$ cat config.mk
export PLATFORM = sky130hd
export DESIGN_NAME = parking_gate_ctrl
export DESIGN_NICKNAME = d
export VERILOG_FILES = /design/src/rtl/parking_gate_ctrl.sv
export SDC_FILE = /design/constraint.sdc
export NUM_CORES = 1
export LEC_CHECK = 0
export BUFFER_PORTS_ARGS = -buffer_cell sky130_fd_sc_hd__buf_2
export CAP_MARGIN = 0
export CORE_MARGIN = 1
export CORE_UTILIZATION = 48
export CTS_BUF_LIST = sky130_fd_sc_hd__clkbuf_8
export DETAILED_ROUTE_END_ITERATION = 6
export GPL_TIMING_DRIVEN = 0
export HOLD_SLACK_MARGIN = 0.15
export PLACE_DENSITY = 0.74
export SYNTH_ARGS = -nofsm -noshare
export SYNTH_HDL_FRONTEND = slang
export SYNTH_SLANG_ARGS = --single-unit
$ cat constraint.sdc
create_clock -name clock -period 2.6 [get_ports clock]
set_input_delay 0.78 -clock clock [delete_from_list [all_inputs] [get_ports clock]]
set_output_delay 0.78 -clock clock [all_outputs]
set_load 0.02 [all_outputs]
$ cat src/rtl/parking_gate_ctrl.sv
// parking_gate_ctrl
//   Single-lane parking gate controller. A vehicle at the entry sensor is
//   asked for a PIN. A correct PIN opens the gate. The vehicle is counted
//   into the lot when it clears the exit sensor with nobody behind it.
//   Repeated wrong PINs raise the PIN alarm. A second vehicle tailgating
//   through the open gate raises the blocking alarm. Either alarm is
//   cleared only by a correct PIN.
//
//   Optional feature: define PARKING_PIN_TIMEOUT_EN to abandon a PIN
//   entry after TIMEOUT idle cycles in WAIT_PIN. Without the macro,
//   WAIT_PIN waits until a PIN arrives or the vehicle backs away.
//
// Ports
//   clock     in   rising-edge clock
//   reset     in   asynchronous active-low reset
//   senr_e    in   vehicle present at the entry sensor
//   senr_x    in   vehicle present at the gate-exit sensor
//   pin       in   PIN value (PIN_W bits), valid with pin_vld
//   pin_vld   in   single-cycle PIN-entry strobe
//   car_out   in   single-cycle strobe, a vehicle left the lot
//   gate_o    out  gate open command
//   gate_cls  out  gate closed indication (!gate_o)
//   alm_pin   out  wrong-PIN alarm
//   alm_blkg  out  blocking / tailgate alarm
//   occ       out  current occupancy
//   full      out  occ == CAPACITY
module parking_gate_ctrl #(
    parameter int                PIN_W     = 8,
    parameter logic [PIN_W-1:0]  PIN_VAL   = PIN_W'(71),
    parameter int                MAX_TRIES = 3,
    parameter int                CAPACITY  = 16,
    parameter int                TIMEOUT   = 32
) (
    input  logic                          clock,
    input  logic                          reset,
    input  logic                          senr_e,
    input  logic                          senr_x,
    input  logic [PIN_W-1:0]              pin,
    input  logic                          pin_vld,
    input  logic                          car_out,
    output logic                          gate_o,
    output logic                          gate_cls,
    output logic                          alm_pin,
    output logic                          alm_blkg,
    output logic [$clog2(CAPACITY+1)-1:0] occ,
    output logic                          full
);

    localparam int OCC_W = $clog2(CAPACITY + 1);
    localparam int TRY_W = $clog2(MAX_TRIES + 1);
    localparam logic [OCC_W-1:0] OCC_CAP  = OCC_W'(CAPACITY);
    localparam logic [TRY_W-1:0] TRY_MAX  = TRY_W'(MAX_TRIES);
    localparam logic [TRY_W-1:0] TRY_LAST = TRY_W'(MAX_TRIES - 1);

    typedef enum logic [2:0] {
        IDLE     = 3'd0,
        WAIT_PIN = 3'd1,
        OPEN     = 3'd2,
        PIN_ALM  = 3'd3,
        BLK_ALM  = 3'd4
    } state_t;

    state_t            state_p0, state_nxt;
    logic [TRY_W-1:0]  tries_p0;
    logic [OCC_W-1:0]  occ_p0;
    logic              pin_ok, pin_bad, lot_full;
    logic              tries_clr, tries_inc, entry, tmo_hit;

    // Try counter holds at MAX_TRIES rather than wrapping.
    function automatic logic [TRY_W-1:0] sat_inc_try(input logic [TRY_W-1:0] cur);
        if (cur == TRY_MAX)
            return cur;
        return cur + TRY_W'(1);
    endfunction

    // Occupancy update, saturating at 0 and CAPACITY. A departure from an
    // empty lot is ignored; an entry and a departure together cancel.
    function automatic logic [OCC_W-1:0] occ_update(input logic [OCC_W-1:0] cur,
                                                    input logic             add,
                                                    input logic             sub);
        logic sub_ok;
        sub_ok = sub && (cur != '0);
        if (add && sub_ok)
            return cur;
        if (add)
            return (cur == OCC_CAP) ? cur : cur + OCC_W'(1);
        if (sub_ok)
            return cur - OCC_W'(1);
        return cur;
    endfunction

    assign pin_ok   = pin_vld && (pin == PIN_VAL);
    assign pin_bad  = pin_vld && (pin != PIN_VAL);
    assign lot_full = (occ_p0 == OCC_CAP);

`ifdef PARKING_PIN_TIMEOUT_EN
    localparam int TMO_W = $clog2(TIMEOUT);
    localparam logic [TMO_W-1:0] TMO_LAST = TMO_W'(TIMEOUT - 1);

    // Counts consecutive WAIT_PIN cycles without a PIN strobe.
    logic [TMO_W-1:0] tmo_p0;

    assign tmo_hit = (state_p0 == WAIT_PIN) && !pin_vld && (tmo_p0 == TMO_LAST);

    always_ff @(posedge clock or negedge reset) begin
        if (!reset)
            tmo_p0 <= '0;
        else if (state_p0 != WAIT_PIN || pin_vld || tmo_hit)
            tmo_p0 <= '0;
        else
            tmo_p0 <= tmo_p0 + TMO_W'(1);
    end
`else
    assign tmo_hit = 1'b0;
`endif

    // State and counter registers
    always_ff @(posedge clock or negedge reset) begin
        if (!reset) begin
            state_p0 <= IDLE;
            tries_p0 <= '0;
            occ_p0   <= '0;
        end else begin
            state_p0 <= state_nxt;
            if (tries_clr)
                tries_p0 <= '0;
            else if (tries_inc)
                tries_p0 <= sat_inc_try(tries_p0);
            occ_p0 <= occ_update(occ_p0, entry, car_out);
        end
    end

    // Next-state and counter control
    always_comb begin
        state_nxt = state_p0;
        tries_clr = 1'b0;
        tries_inc = 1'b0;
        entry     = 1'b0;
        case (state_p0)
            IDLE: begin
                if (senr_e && !lot_full) begin
                    state_nxt = WAIT_PIN;
                    tries_clr = 1'b1;
                end
            end
            WAIT_PIN: begin
                if (pin_ok) begin
                    state_nxt = OPEN;
                end else if (pin_bad) begin
                    tries_inc = 1'b1;
                    if (tries_p0 == TRY_LAST)
                        state_nxt = PIN_ALM;
                end else if (!senr_e) begin
                    state_nxt = IDLE;
                end else if (tmo_hit) begin
                    state_nxt = IDLE;
                    tries_clr = 1'b1;
                end
            end
            OPEN: begin
                if (senr_x) begin
                    if (senr_e) begin
                        state_nxt = BLK_ALM;
                    end else begin
                        state_nxt = IDLE;
                        entry     = 1'b1;
                    end
                end
            end
            PIN_ALM, BLK_ALM: begin
                if (pin_ok) begin
                    state_nxt = OPEN;
                    tries_clr = 1'b1;
                end
            end
            default: state_nxt = IDLE;
        endcase
    end

    // Moore output decode
    always_comb begin
        gate_o   = (state_p0 == OPEN);
        gate_cls = (state_p0 != OPEN);
        alm_pin  = (state_p0 == PIN_ALM);
        alm_blkg = (state_p0 == BLK_ALM);
        occ      = occ_p0;
        full     = lot_full;
    end

endmodule
==> results_dict.tcl <==
set metrics [dict create \
    outcome "finished, final reports clean" \
    vias_per_cell 5.80 \
    yosysSeqAreaShare_pct 28.9 \
    cts_resized 0 \
    wl_per_cell_um 13.4 \
    yosys.area.top_type "dfrtp_1" \
    nets 141 \
    dieArea_um2 1980 \
    critPathLaunchType "flip-flop" \
    wirelength_um 1960 \
    powerDensity_nw_per_um2 1090 \
    rr_worst_depth 7 \
    firstDrtPassIters 4 \
    yosys.area.top_type_share_pct 28.9 \
    min_path_type "in -> async" \
    hold_violations 0 \
    worst-r2r-setup-slack_ps 520 \
    dieHeight_um 44.5 \
    cts_buffer_depth 2 \
    max_cap_violations 0 \
    htreeDepth 1 \
    grt_pass1_vias 780 \
    peakVddDrop_mv 0.711 \
    numClockSinks 10 \
    finalPower_w 0.00115 \
    slew_headroom_pct 64.3 \
    place_area_um2 1010 \
    clock_skew_ps 0.835 \
    cts_buffers 3 \
    setup.worst_path.end_class "output port" \
    clock_latency_ps 240 \
    timing.rr.start "occ[0]" \
    synth_area_per_cell_um2 9.03 \
    synthFlopType "dfrtp_1" \
    leakage_nw 0.485 \
    placed_cells 142 \
    async_flop_share_pct 100 \
    setup_violations 0 \
    num_antenna_cells 0 \
    area_growth_pct 22.5 \
    place_hpwl_um 1470 \
    io_buffers 22 \
    max_freq_mhz 420 \
    synth-edff-count 0 \
    tightest_slew_ps 536 \
    grt-ovfl-total 0 \
    period_needed_ps 2380 \
    gp_congestion 0.800 \
    grtUsageTotal_pct 22.5 \
    rr_endpoint "occ[1]" \
    hold_buffers 0 \
    fill_cells 141 \
    yosys_warnings 0 \
    netlist_area_um2 867 \
    drt-initial-drc-count 17 \
    layout_commonest_cell "buf_2" \
    cp_max_fo 10 \
    antenna_found_initial 0 \
    antenna_left 0 \
    utilization_pct 66.6 \
    ys_ff_latch 10 \
    cts-root-buf "clkbuf_8" \
    synth_area_leaders "dfrtp_1 (29%), ha_1 (5.8%), inv_1 (5.2%), nand4bb_1 (3.9%), mux2i_1 (3.5%)" \
    cts_tree "done" \
    core-area_um2 1590 \
    cts_setup_buffers 0 \
    ios 24 \
    start_util_pct 54.4 \
    drive_above_1_share_pct 29.5 \
    final-max-slew-violation-count 0 \
    grt_max_degree 11 \
    worstPathRequired_ps 1820 \
    synthCells 96 \
    synth_cell_types 46 \
    vias 847 \
    final_cell_mix "buf_2 (22), inv_1 (12), dfrtp_1 (10)" \
    finalCritPeriodShare_pct 91.6 \
    design_area_um2 1060 \
    num_rows 14 \
    chipWidth_um 44.5 \
    synth_nets 114 \
    worstPathArrival_ps 1600 \
    clk_pin_slew_ps 50 \
    instances_no_fill 146 \
    worst-setup-path-type "reg -> out" \
    final.setup.tns_ps 0 \
    grt_pass1_wl_um 3310 \
    rsz0062_at_grt "false" \
    drcViolationCount 0 \
]
-- power by group --
part           leakage (nW)  internal, W  switching, W  total (W)
clock network        0.0288     0.000133     0.0000621   0.000195
registers             0.125     0.000225     0.0000801   0.000305
logic                 0.332     0.000284      0.000370   0.000653
total                 0.485     0.000642      0.000512    0.00115
-- Yosys cell counts (2+ instances only) --
cell type,instances
inv_1,12
dfrtp_1,10
nor2_1,7
a21oi_1,5
clkbuf_1,4
ha_1,4
mux2i_1,3
nand3_1,3
nand4bb_1,3
nor3_1,3
a211oi_1,2
a2bb2oi_1,2
nand2_1,2
nor3b_1,2
or3b_2,2
xnor2_1,2
-- final cells by class --
cell class	instances	area, µm²	area share, %
repair buffers	22	110	10.4
inverters	12	45.0	4.24
plain buffers	6	31.3	2.94
clock buffers	4	55.1	5.18
flip-flops and latches	10	250	23.6
well taps	24	30.0	2.83
multi-input cells	68	541	50.9
-- worst max-delay path by stage --
stage	end	cells past startpoint	from	slack, ps
after detailed placement	state_p0[1]	5	pin[5]	370
after CTS	full	5	occ[0]	220
after global placement	state_p0[1]	5	pin[5]	450
after global routing	full	5	occ[1]	100
after floorplan	gate_cls	3	state_p0[1]	370
final	alm_blkg	4	state_p0[1]	220
-- critical path, cell delays in order (launching register included) --
cell      delay, ps
dfrtp_1         360
clkbuf_1        200
or3b_2          500
inv_1           130
buf_2           180
-- flip-flops by register name, indices dropped and copies added (netlist names) --
signal	count
occ	5
state_p0	3
tries_p0	2
-- metrics by stage --
stage	hold WS, ps	worst slack [ps]
4_1_cts	400	220
6_report	402	219
3_5_place_dp	564	370
2_1_floorplan	484	370
5_1_grt	412	104
3_3_place_gp	552	448
-- per-layer routing --
metal | up-vias | track usage (%) | part of all wire [%]
met1 | 411 | 31.4 | 51
met3 | 0 | 7.76 | 4.7
met2 | 22 | 34.7 | 45
met5 | - | 0 | 0
li1 | 414 | - | -
met4 | 0 | 3.03 | 0
-- cell families (layout without fill, tap and decap cells) --
family / after synthesis / count (layout) / share of synthesized area, %
compound gates: 27 / 27 / 26.1
mux: 3 / 3 / 3.46
simple gates: 32 / 32 / 25.0
fa+ha+maj: 4 / 4 / 5.77
xor+xnor: 2 / 2 / 2.02
buf+inv: 18 / 44 / 8.80
flops: 10 / 10 / 28.9
Power figures use the tool's default switching activity.
